**config.mk**
```make
export PLATFORM = sky130hd
export DESIGN_NAME = spmm_tile_ctrl_flat
export DESIGN_NICKNAME = d
export VERILOG_FILES = /design/src/rtl/spmm_tile_ctrl_if.sv /design/src/rtl/spmm_tile_ctrl.sv /design/src/flat_wrapper.sv
export SDC_FILE = /design/constraint.sdc
export NUM_CORES = 1
export LEC_CHECK = 0
export CAP_MARGIN = 20
export CORE_ASPECT_RATIO = 0.9
export CORE_MARGIN = 1.5
export CORE_UTILIZATION = 55
export CTS_CLUSTER_DIAMETER = 80
export DETAILED_ROUTE_END_ITERATION = 8
export GPL_TIMING_DRIVEN = 0
export PLACE_DENSITY = 0.83
export SYNTH_ARGS = -nofsm -noshare
export SYNTH_HDL_FRONTEND = slang
export SYNTH_SLANG_ARGS = --single-unit
```
**constraint.sdc**
```tcl
create_clock -name clock -period 4.7 [get_ports clock]
set_input_delay 0.94 -clock clock [delete_from_list [all_inputs] [get_ports clock]]
set_output_delay 0.94 -clock clock [all_outputs]
set_load 0.005 [all_outputs]
```
**src/rtl/spmm_tile_ctrl_if.sv**
```systemverilog
// Handshake and datapath-strobe bundle for the SpMM tile controller.
//
// Handshake: a *_start is a one-cycle request. It is taken only if, in that
// same cycle, the controller is in IDLE and the matching ready is high.
// A start that is not taken is dropped, not held. The requester must re-assert
// it. Readies never depend on the starts.
interface spmm_tile_ctrl_if #(
  parameter int N = 16
);
  localparam int LGN = $clog2(N);
  localparam int GW  = $clog2(N / 4);

  logic           lhs_ready_ns;
  logic           lhs_ready_ws;
  logic           lhs_ready_os;
  logic           lhs_ready_wos;
  logic           lhs_start;
  logic           lhs_ws;
  logic           lhs_os;
  logic           rhs_ready;
  logic           rhs_start;
  logic           out_ready;
  logic           out_start;
  logic           lhs_latch;
  logic           rhs_we;
  logic [GW-1:0]  rhs_grp;
  logic           pe_issue;
  logic [LGN-1:0] pe_col;
  logic           acc_we;
  logic           acc_add;
  logic [LGN-1:0] acc_col;
  logic           out_rd_en;
  logic [GW-1:0]  out_grp;
  logic [2:0]     dbg_state;

  // Controller side
  modport slave (
    output lhs_ready_ns, lhs_ready_ws, lhs_ready_os, lhs_ready_wos,
    input  lhs_start, lhs_ws, lhs_os,
    output rhs_ready,
    input  rhs_start,
    output out_ready,
    input  out_start,
    output lhs_latch, rhs_we, rhs_grp, pe_issue, pe_col,
    output acc_we, acc_add, acc_col, out_rd_en, out_grp, dbg_state
  );

  // Requester / observer side
  modport master (
    input  lhs_ready_ns, lhs_ready_ws, lhs_ready_os, lhs_ready_wos,
    output lhs_start, lhs_ws, lhs_os,
    input  rhs_ready,
    output rhs_start,
    input  out_ready,
    output out_start,
    input  lhs_latch, rhs_we, rhs_grp, pe_issue, pe_col,
    input  acc_we, acc_add, acc_col, out_rd_en, out_grp, dbg_state
  );
endinterface

```
**src/rtl/spmm_tile_ctrl.sv**
```systemverilog
// SpMM tile sequencer. It loads the RHS buffer, runs N column passes through
// the PE pipeline, captures the results into the accumulator, and reads the
// tile out. The module is control only. dbg_state exposes the FSM state.
module spmm_tile_ctrl #(
  parameter int N        = 16,
  parameter int PE_DELAY = $clog2(N) + 2
) (
  input  logic             clock,
  input  logic             reset,
  spmm_tile_ctrl_if.slave  bus
);
  localparam int LGN = $clog2(N);
  localparam int GW  = $clog2(N / 4);
  localparam logic [GW-1:0]        GRP_LAST = GW'(N / 4 - 1);
  localparam logic [LGN:0]         CNT_END  = (LGN + 1)'(N);
  localparam logic [PE_DELAY-1:0]  DL_TAIL  = PE_DELAY'(1) << (PE_DELAY - 1);

  typedef enum logic [2:0] {
    S_IDLE  = 3'd0,
    S_LOAD  = 3'd1,
    S_COMP  = 3'd2,
    S_DRAIN = 3'd3,
    S_READ  = 3'd4
  } state_t;

  state_t              state_q, state_d;
  logic                rhs_full_q, acc_live_q;
  logic                ws_q, add_q;
  logic [GW-1:0]       grp_q;
  logic [LGN:0]        cnt_q;
  logic                pe_issue_q;
  logic [LGN-1:0]      pe_col_q;
  logic [PE_DELAY-1:0] dl_vld_q;
  logic [LGN-1:0]      dl_col_q [PE_DELAY];

  logic is_idle;
  logic rdy_rhs, rdy_plain, rdy_os, rdy_out, rdy_sel;
  logic lhs_acc, out_acc, rhs_acc;
  logic grp_last, issue_done, drain_done;

  // Readies exist only in IDLE and are forced low while reset is held
  assign is_idle   = (state_q == S_IDLE) && !reset;
  assign rdy_rhs   = is_idle && !rhs_full_q;
  assign rdy_plain = is_idle && rhs_full_q && !acc_live_q;
  // An os multiply with no live tile simply accumulates onto zero
  assign rdy_os    = is_idle && rhs_full_q;
  assign rdy_out   = is_idle && acc_live_q;
  assign rdy_sel   = bus.lhs_os ? rdy_os : rdy_plain;

  // Priority among simultaneous starts: lhs > out > rhs
  assign lhs_acc = bus.lhs_start && rdy_sel;
  assign out_acc = !lhs_acc && bus.out_start && rdy_out;
  assign rhs_acc = !lhs_acc && !out_acc && bus.rhs_start && rdy_rhs;

  assign grp_last   = (grp_q == GRP_LAST);
  assign issue_done = (cnt_q == CNT_END);
  // The last result is leaving the delay line and nothing is behind it
  assign drain_done = dl_vld_q[PE_DELAY-1] && ((dl_vld_q & ~DL_TAIL) == '0);

  // FSM state register
  always_ff @(posedge clock or posedge reset) begin
    if (reset) state_q <= S_IDLE;
    else       state_q <= state_d;
  end

  // FSM next-state logic
  always_comb begin
    state_d = state_q;
    case (state_q)
      S_IDLE: begin
        if (lhs_acc)      state_d = S_COMP;
        else if (out_acc) state_d = S_READ;
        else if (rhs_acc) state_d = S_LOAD;
      end
      S_LOAD:  if (grp_last)   state_d = S_IDLE;
      S_COMP:  if (issue_done) state_d = S_DRAIN;
      S_DRAIN: if (drain_done) state_d = S_IDLE;
      S_READ:  if (grp_last)   state_d = S_IDLE;
      default: state_d = S_IDLE;
    endcase
  end

  // FSM outputs: readies, datapath strobes and indices
  always_comb begin
    bus.lhs_ready_ns  = rdy_plain;
    bus.lhs_ready_ws  = rdy_plain;
    bus.lhs_ready_os  = rdy_os;
    bus.lhs_ready_wos = rdy_os;
    bus.rhs_ready     = rdy_rhs;
    bus.out_ready     = rdy_out;
    bus.lhs_latch     = lhs_acc;
    bus.rhs_we        = rhs_acc || (state_q == S_LOAD);
    bus.rhs_grp       = bus.rhs_we ? grp_q : '0;
    bus.out_rd_en     = out_acc || (state_q == S_READ);
    bus.out_grp       = bus.out_rd_en ? grp_q : '0;
    bus.pe_issue      = pe_issue_q;
    bus.pe_col        = pe_col_q;
    bus.acc_we        = dl_vld_q[PE_DELAY-1];
    bus.acc_add       = dl_vld_q[PE_DELAY-1] && add_q;
    bus.acc_col       = dl_col_q[PE_DELAY-1];
    bus.dbg_state     = state_q;
  end

  // Tile status flags and per-multiply mode captured at lhs acceptance
  always_ff @(posedge clock or posedge reset) begin
    if (reset) begin
      rhs_full_q <= 1'b0;
      acc_live_q <= 1'b0;
      ws_q       <= 1'b0;
      add_q      <= 1'b0;
    end else begin
      if (lhs_acc) begin
        ws_q  <= bus.lhs_ws;
        // A stale tile (already read out) is overwritten, never added to
        add_q <= bus.lhs_os && acc_live_q;
      end
      if (state_q == S_LOAD && grp_last) rhs_full_q <= 1'b1;
      if (state_q == S_DRAIN && drain_done) begin
        acc_live_q <= 1'b1;
        rhs_full_q <= ws_q;
      end
      if (state_q == S_READ && grp_last) acc_live_q <= 1'b0;
    end
  end

  // Row-group counter shared by load and readout; wraps only on phase exit
  always_ff @(posedge clock or posedge reset) begin
    if (reset) begin
      grp_q <= '0;
    end else if (rhs_acc || out_acc) begin
      grp_q <= GW'(1);
    end else if (state_q == S_LOAD || state_q == S_READ) begin
      grp_q <= grp_last ? '0 : grp_q + GW'(1);
    end
  end

  // Column issue: pe_col 0..N-1 on the N cycles after lhs acceptance
  always_ff @(posedge clock or posedge reset) begin
    if (reset) begin
      pe_issue_q <= 1'b0;
      pe_col_q   <= '0;
      cnt_q      <= '0;
    end else if (lhs_acc) begin
      pe_issue_q <= 1'b1;
      pe_col_q   <= '0;
      cnt_q      <= (LGN + 1)'(1);
    end else if (pe_issue_q) begin
      if (issue_done) begin
        pe_issue_q <= 1'b0;
        cnt_q      <= '0;
      end else begin
        pe_col_q <= cnt_q[LGN-1:0];
        cnt_q    <= cnt_q + (LGN + 1)'(1);
      end
    end
  end

  // PE-latency delay line of {issue, col} feeding the accumulator write port
  always_ff @(posedge clock or posedge reset) begin
    if (reset) begin
      dl_vld_q <= '0;
      for (int i = 0; i < PE_DELAY; i++) dl_col_q[i] <= '0;
    end else begin
      dl_vld_q    <= (dl_vld_q << 1) | PE_DELAY'(pe_issue_q);
      dl_col_q[0] <= pe_col_q;
      for (int i = 1; i < PE_DELAY; i++) dl_col_q[i] <= dl_col_q[i-1];
    end
  end
endmodule

```
**src/flat_wrapper.sv**
```systemverilog
// flat-port wrapper written by rule: the top's interface ports become plain ports
module spmm_tile_ctrl_flat 
#(
  parameter int N        = 16,
  parameter int PE_DELAY = $clog2(N) + 2
)
  (clock, reset, bus_lhs_ready_ns, bus_lhs_ready_ws, bus_lhs_ready_os, bus_lhs_ready_wos, bus_lhs_start, bus_lhs_ws, bus_lhs_os, bus_rhs_ready, bus_rhs_start, bus_out_ready, bus_out_start, bus_lhs_latch, bus_rhs_we, bus_rhs_grp, bus_pe_issue, bus_pe_col, bus_acc_we, bus_acc_add, bus_acc_col, bus_out_rd_en, bus_out_grp, bus_dbg_state);
  spmm_tile_ctrl_if #(.N(N)) bus_i ();
  input  logic clock;
  input  logic reset;
  output wire logic [$bits(bus_i.lhs_ready_ns)-1:0] bus_lhs_ready_ns;
  output wire logic [$bits(bus_i.lhs_ready_ws)-1:0] bus_lhs_ready_ws;
  output wire logic [$bits(bus_i.lhs_ready_os)-1:0] bus_lhs_ready_os;
  output wire logic [$bits(bus_i.lhs_ready_wos)-1:0] bus_lhs_ready_wos;
  input wire logic [$bits(bus_i.lhs_start)-1:0] bus_lhs_start;
  input wire logic [$bits(bus_i.lhs_ws)-1:0] bus_lhs_ws;
  input wire logic [$bits(bus_i.lhs_os)-1:0] bus_lhs_os;
  output wire logic [$bits(bus_i.rhs_ready)-1:0] bus_rhs_ready;
  input wire logic [$bits(bus_i.rhs_start)-1:0] bus_rhs_start;
  output wire logic [$bits(bus_i.out_ready)-1:0] bus_out_ready;
  input wire logic [$bits(bus_i.out_start)-1:0] bus_out_start;
  output wire logic [$bits(bus_i.lhs_latch)-1:0] bus_lhs_latch;
  output wire logic [$bits(bus_i.rhs_we)-1:0] bus_rhs_we;
  output wire logic [$bits(bus_i.rhs_grp)-1:0] bus_rhs_grp;
  output wire logic [$bits(bus_i.pe_issue)-1:0] bus_pe_issue;
  output wire logic [$bits(bus_i.pe_col)-1:0] bus_pe_col;
  output wire logic [$bits(bus_i.acc_we)-1:0] bus_acc_we;
  output wire logic [$bits(bus_i.acc_add)-1:0] bus_acc_add;
  output wire logic [$bits(bus_i.acc_col)-1:0] bus_acc_col;
  output wire logic [$bits(bus_i.out_rd_en)-1:0] bus_out_rd_en;
  output wire logic [$bits(bus_i.out_grp)-1:0] bus_out_grp;
  output wire logic [$bits(bus_i.dbg_state)-1:0] bus_dbg_state;
  assign bus_lhs_ready_ns = bus_i.lhs_ready_ns;
  assign bus_lhs_ready_ws = bus_i.lhs_ready_ws;
  assign bus_lhs_ready_os = bus_i.lhs_ready_os;
  assign bus_lhs_ready_wos = bus_i.lhs_ready_wos;
  assign bus_i.lhs_start = bus_lhs_start;
  assign bus_i.lhs_ws = bus_lhs_ws;
  assign bus_i.lhs_os = bus_lhs_os;
  assign bus_rhs_ready = bus_i.rhs_ready;
  assign bus_i.rhs_start = bus_rhs_start;
  assign bus_out_ready = bus_i.out_ready;
  assign bus_i.out_start = bus_out_start;
  assign bus_lhs_latch = bus_i.lhs_latch;
  assign bus_rhs_we = bus_i.rhs_we;
  assign bus_rhs_grp = bus_i.rhs_grp;
  assign bus_pe_issue = bus_i.pe_issue;
  assign bus_pe_col = bus_i.pe_col;
  assign bus_acc_we = bus_i.acc_we;
  assign bus_acc_add = bus_i.acc_add;
  assign bus_acc_col = bus_i.acc_col;
  assign bus_out_rd_en = bus_i.out_rd_en;
  assign bus_out_grp = bus_i.out_grp;
  assign bus_dbg_state = bus_i.dbg_state;
  spmm_tile_ctrl #(.N(N), .PE_DELAY(PE_DELAY)) u_core (.clock(clock), .reset(reset), .bus(bus_i));
endmodule
```
# ---- Word level (Yosys, flattened, before mapping)
# Cells that the tools add are included.
# W data, S select, Z words.
dict set report word_totals {
  regBits 49
}
dict set report op_classes {
  addsub 2
  bitwise_logic 1
  n_reduce_logical 35
  eq_ne 11
  n_mux 26
}
# cell n
set ops {}
lappend ops {{$mux W3} 6}
lappend ops {{$logic_and A1 B1 Y1} 17}
lappend ops {{$mux W5} 3}
lappend ops {{$mux W4} 3}
lappend ops {{$pmux W3 S4} 1}
lappend ops {{$mux W2} 5}
lappend ops {{$mux W1} 8}
lappend ops {{$ne A2 B1 Y1 const B} 4}
lappend ops {{$reduce_bool A2 Y1} 4}
lappend ops {{$eq A3 B2 Y1 const B} 2}
lappend ops {{$logic_not A6 Y1} 1}
lappend ops {{$or A6 B1 Y6} 1}
lappend ops {{$add A5 B1 Y5 const B} 1}
lappend ops {{$eq A5 B5 Y1 const B} 1}
lappend ops {{$logic_not A1 Y1} 5}
lappend ops {{$logic_or A1 B1 Y1} 4}
lappend ops {{$ne A4 B1 Y1 const B} 1}
lappend ops {{$reduce_and A4 Y1} 1}
lappend ops {{$eq A3 B1 Y1 const B} 1}
lappend ops {{$eq A3 B3 Y1 const B} 1}
lappend ops {{$logic_not A3 Y1} 1}
lappend ops {{$add A2 B1 Y2 const B} 1}
lappend ops {{$eq A2 B2 Y1 const B} 1}
lappend ops {{$reduce_and A2 Y1} 1}
lappend ops {{$reduce_or A2 Y1} 1}

# ---- Depth between registers and ports, before layout
dict set report logic_depth {
  depth_word 17
  depth_mapped 7
  ltp_nobuf 6
}

# ---- Worst setup path before layout
# OpenSTA, ideal clock, no wires.
dict set report synth_timing {
  path_type {input-to-output}
  start {in reset}
  end {out bus_lhs_ready_ws}
  required_time_ns 3.760
  setup_slack_ns 1.884
  arrival_ns 1.876
  n_path_buf 1
  cell_stages 4
  path_cell_list {nor4_4 and2_1 nor2b_1 buf_4}
}
dict set report synth_between {
  elab_chain_cells 4
}
# element line
set synth_lines {}
lappend synth_lines {{from (decl)} flat_wrapper.sv:10} ;# input logic reset;
lappend synth_lines {{$logic_not A1 Y1} spmm_tile_ctrl.sv:42} ;# assign is_idle = (state_q == S_IDLE) && !reset;
lappend synth_lines {{$logic_and A1 B1 Y1} spmm_tile_ctrl.sv:42}
lappend synth_lines {{$logic_and A1 B1 Y1} -}
lappend synth_lines {{named net bus_lhs_ready_os} flat_wrapper.sv:13} ;# output wire logic [$bits(bus_i.lhs_ready_os)-1:0] bus_lhs_ready_os;
lappend synth_lines {{$logic_and A1 B1 Y1} spmm_tile_ctrl.sv:44} ;# assign rdy_plain = is_idle && rhs_full_q && !acc_live_q;
lappend synth_lines {{to (decl)} flat_wrapper.sv:12} ;# output wire logic [$bits(bus_i.lhs_ready_ws)-1:0] bus_lhs_ready_ws;
# The timed path passes the listed nets, and every way through them passes these cells.

# ---- Worst setup path after layout
dict set report layout_timing {
  start {in reset}
  end {out bus_out_grp[1]}
}
dict set report layout_between {
  elab_chain_cells 11
}
# element line
set layout_lines {}
lappend layout_lines {{$logic_not A1 Y1 *} spmm_tile_ctrl.sv:42}
lappend layout_lines {{$logic_and A1 B1 Y1 *} spmm_tile_ctrl.sv:42}
lappend layout_lines {{$logic_and A1 B1 Y1} {spmm_tile_ctrl.sv:44, spmm_tile_ctrl.sv:46}}
lappend layout_lines {{$logic_and A1 B1 Y1} spmm_tile_ctrl.sv:44}
lappend layout_lines {{$mux W1} spmm_tile_ctrl.sv:48} ;# assign rdy_sel = bus.lhs_os ? rdy_os : rdy_plain;
lappend layout_lines {{$logic_and A1 B1 Y1} spmm_tile_ctrl.sv:51} ;# assign lhs_acc = bus.lhs_start && rdy_sel;
lappend layout_lines {{$logic_not A1 Y1} spmm_tile_ctrl.sv:52} ;# assign out_acc = !lhs_acc && bus.out_start && rdy_out;
lappend layout_lines {{$logic_and A1 B1 Y1} spmm_tile_ctrl.sv:52}
lappend layout_lines {{$logic_and A1 B1 Y1 *} spmm_tile_ctrl.sv:52}
lappend layout_lines {{$logic_or A1 B1 Y1 *} spmm_tile_ctrl.sv:94} ;# bus.out_rd_en = out_acc || (state_q == S_READ);
lappend layout_lines {{$mux W2 *} spmm_tile_ctrl.sv:95} ;# bus.out_grp = bus.out_rd_en ? grp_q : '0;
lappend layout_lines {{to (decl)} flat_wrapper.sv:31} ;# output wire logic [$bits(bus_i.out_grp)-1:0] bus_out_grp;
# Every way passes the cells marked *; elsewhere a longest branch is shown, timed or not.

==> flow_summary.json <==
{
  "grt_pass1_vias": 1269,
  "r2r_start": "u_core.cnt_q[0]$_DFFE_PP0P_",
  "tightest_slew_ns": 0.426,
  "gp_congestion": 0.844,
  "ant_nets": 0,
  "first_pass_iters": 4,
  "max_freq_ghz": 0.251,
  "min_path_cells": 0,
  "switching_share": 0.318,
  "vias_per_cell": 5.34,
  "hold_path.class": "flop to flop",
  "synth_cell_types": 41,
  "dieArea_sq_um": 3870,
  "drive_above_1_share": 0.130,
  "clkLatencyLatePin_ns": 0.30,
  "rsz0062_at_grt": "false",
  "finalHoldViolCount": 0,
  "drc": 0,
  "cts_sinks": 49,
  "synth.avg_cell_area_sq_um": 12.2,
  "internal_power_mw": 1.03,
  "period_needed_ns": 3.98,
  "start_util": 0.575,
  "dp_hpwl_microns": 2460,
  "io_pins": 34,
  "grt_util_all_layers": 0.199,
  "fin_crit_sh": 0.848,
  "wirelength_microns": 3450,
  "synth_nets": 168,
  "root_buffer": "clkbuf_8",
  "rrSetupSlack_ns": 2.74,
  "synth_area_sq_um": 1930,
  "fp.dieW_microns": 65.4,
  "irDropWorstVdd_mv": 0.364,
  "fin_hold_ws_ns": 0.352,
  "cts_tree": "yes",
  "cts_inserted_buffers": 5,
  "grt-ovfl-total": 0,
  "fin_nets": 209,
  "post_cts_buffers": 0,
  "first_iter_violations": 78,
  "max-slew-margin-rel": 0.716,
  "io_buffer_count": 33,
  "yosys_warnings": 0,
  "core_sq_um": 3350,
  "worstHoldEndpoint": "u_core.dl_col_q[6]$_DFF_PP0_",
  "antenna_cells": 0,
  "grt_pass1_wl_microns": 5800,
  "synth-edff-count": 0,
  "ctsResizeCount": 0,
  "pwr-share-comb": 0.352,
  "worstPathArrival_ns": 3.04,
  "maxCapViolCount": 0,
  "cp.required_ns": 3.76,
  "synth.ff_latch_count": 49,
  "p_switching_mw": 0.482,
  "start_kind": "input port",
  "leakagePower_nw": 1.10,
  "slew_viol_final": 0,
  "pwr-share-clk": 0.173,
  "endpoint_kind": "primary output",
  "cts_max_path_buffers": 2,
  "ys_seq_area_frac": 0.636,
  "min_from": "u_core.dl_col_q[10]$_DFF_PP0_",
  "setup_viol": 0,
  "dr_total_vias": 1303,
  "core.rowCount": 20,
  "r2r_cells": 6,
  "antenna_found_initial": 0,
  "power.density_nw_per_um2": 623,
  "async_flop_share": 1.00,
  "synth_top_flop_cell": "dfrtp_1",
  "tns_ns": 0,
  "r2r_end": "u_core.bus.dbg_state[0]$_DFFE_PP0P_",
  "die_h_microns": 59.2,
  "syn_inst": 158,
  "routedWlPerCell_microns": 14.1,
  "status": "completed",
  "path_class": "input port to primary output",
  "grt_max_degree": 38,
  "area_growth_syn_to_layout_pct": 26.2,
  "clkSlewWorstSetupHoldPaths_ns": 0.09,
  "p_seq_frac": 0.475,
  "htreeDepth": 2,
  "path_max_fanout": 7,
  "holdBufCountCts": 0,
  "worst_clock_skew_ns": 0.00596
}
power by group through the flow:
| stage | Clock (mW) | Sequential [mW] | Combinational [mW] |
|---|---|---|---|
| final | 0.262 | 0.721 | 0.534 |
| after floorplan | 0 | 0.700 | 0.311 |
| after CTS | 0.268 | 0.722 | 0.536 |
| after global placement | 0 | 0.713 | 0.504 |
| after global routing | 0.288 | 0.745 | 0.591 |
| after detailed placement | 0 | 0.728 | 0.533 |
synth_stat cells, types with 2 or more instances:
cell / count / share of area
dfrtp_1: 49 / 0.64
nor2_1: 13 / 0.025
nand2_1: 12 / 0.023
a21oi_1: 9 / 0.023
inv_1: 7 / 0.014
nor2b_1: 7 / 0.023
buf_4: 6 / 0.023
nand3_1: 6 / 0.016
a22oi_1: 3 / 0.012
and2_1: 3 / 0.0097
ha_1: 3 / 0.019
mux2i_1: 3 / 0.016
nand2b_1: 3 / 0.0097
a2bb2oi_1: 2 / 0.0091
a31oi_1: 2 / 0.0065
buf_6: 2 / 0.012
clkbuf_1: 2 / 0.0039
nor3b_1: 2 / 0.0078
o31ai_1: 2 / 0.0078
per-layer routing:
| metal | track usage | part of all wire | up-vias |
|---|---|---|---|
| li1 | - | - | 616 |
| met1 | 0.274 | 0.44 | 642 |
| met2 | 0.318 | 0.49 | 41 |
| met3 | 0.0589 | 0.059 | 4 |
| met4 | 0.0506 | 0.0070 | 0 |
| met5 | 0 | 0 | - |
sequential cells by signal, summed over array words and instances, names as in the netlist, 2 cells and up:
register and count:
u_core.bus.dbg_state 3, u_core.cnt_q 5, u_core.dl_col_q 20, u_core.bus.acc_col 4, u_core.grp_q 2, u_core.bus.pe_col 4, u_core.dl_vld_q 6
area by class of cell:
cell class / count / area (sq um)
Sequential cell: 49 / 1230
Fill cell: 241 / 918
Multi-Input combinational cell: 90 / 593
Timing Repair Buffer: 34 / 350
Clock buffer: 6 / 82.6
Buffer: 11 / 80.1
Tap cell: 44 / 55.1
Inverter: 8 / 30.0
Clock inverter: 2 / 17.5
worst max path at each step:
stage,from,endpoint,slack (ns),cells past startpoint
after floorplan,reset,bus_lhs_ready_ws,1.88,4
after global placement,reset,bus_out_grp[1],0.78,6
after detailed placement,reset,bus_out_grp[1],0.71,6
after CTS,reset,bus_out_grp[1],0.71,6
after global routing,reset,bus_out_grp[1],0.58,6
final,reset,bus_out_grp[1],0.72,6
cells by family after synthesis:
kind of cell    synth area share
flops                      0.636
xor+xnor                 0.00454
fa+ha+maj                 0.0195
compound gates            0.0778
mux                       0.0233
simple gates               0.182
buf+inv                   0.0571
worst max-delay path: stages:
cell and delay [ns]:
clkdlybuf4s50_1 0.51, nor4_4 0.45, nand4_2 0.30, a22oi_1 0.31, nor2b_1 0.08, clkdlybuf4s50_1 0.45
metrics by stage:
| step | total power [mW] | cells | setup WS [ns] | instance area, sq um | util |
|---|---|---|---|---|---|
| after floorplan | 1.01 | 158 | 1.88 | 1930 | - |
| after global placement | 1.22 | 235 | 0.776 | 2310 | 0.690 |
| after detailed placement | 1.26 | 236 | 0.706 | 2330 | 0.696 |
| after CTS | 1.52 | 244 | 0.707 | 2430 | 0.726 |
| after global routing | 1.62 | 244 | 0.576 | 2430 | 0.726 |
| final | 1.52 | 244 | 0.716 | 2430 | 0.726 |
layout by cell type (no fill, tap or decap), types with 2 or more instances in the layout:
master,netlist,final
nor2_1,13,13
nand3_1,6,6
inv_2,1,2
clkdlybuf4s50_1,0,33
nor2b_1,7,7
a21oi_1,9,9
clkbuf_8,0,6
o31ai_1,2,2
buf_4,6,6
a2bb2oi_1,2,2
clkbuf_1,2,2
nand2_1,12,12
a22oi_1,3,3
nand2b_1,3,3
buf_6,2,2
nor3b_1,2,2
inv_1,7,6
dfrtp_1,49,49
mux2i_1,3,3
ha_1,3,3
and2_1,3,3
a31oi_1,2,2
Note: power is estimated with default switching activity, not from simulation.
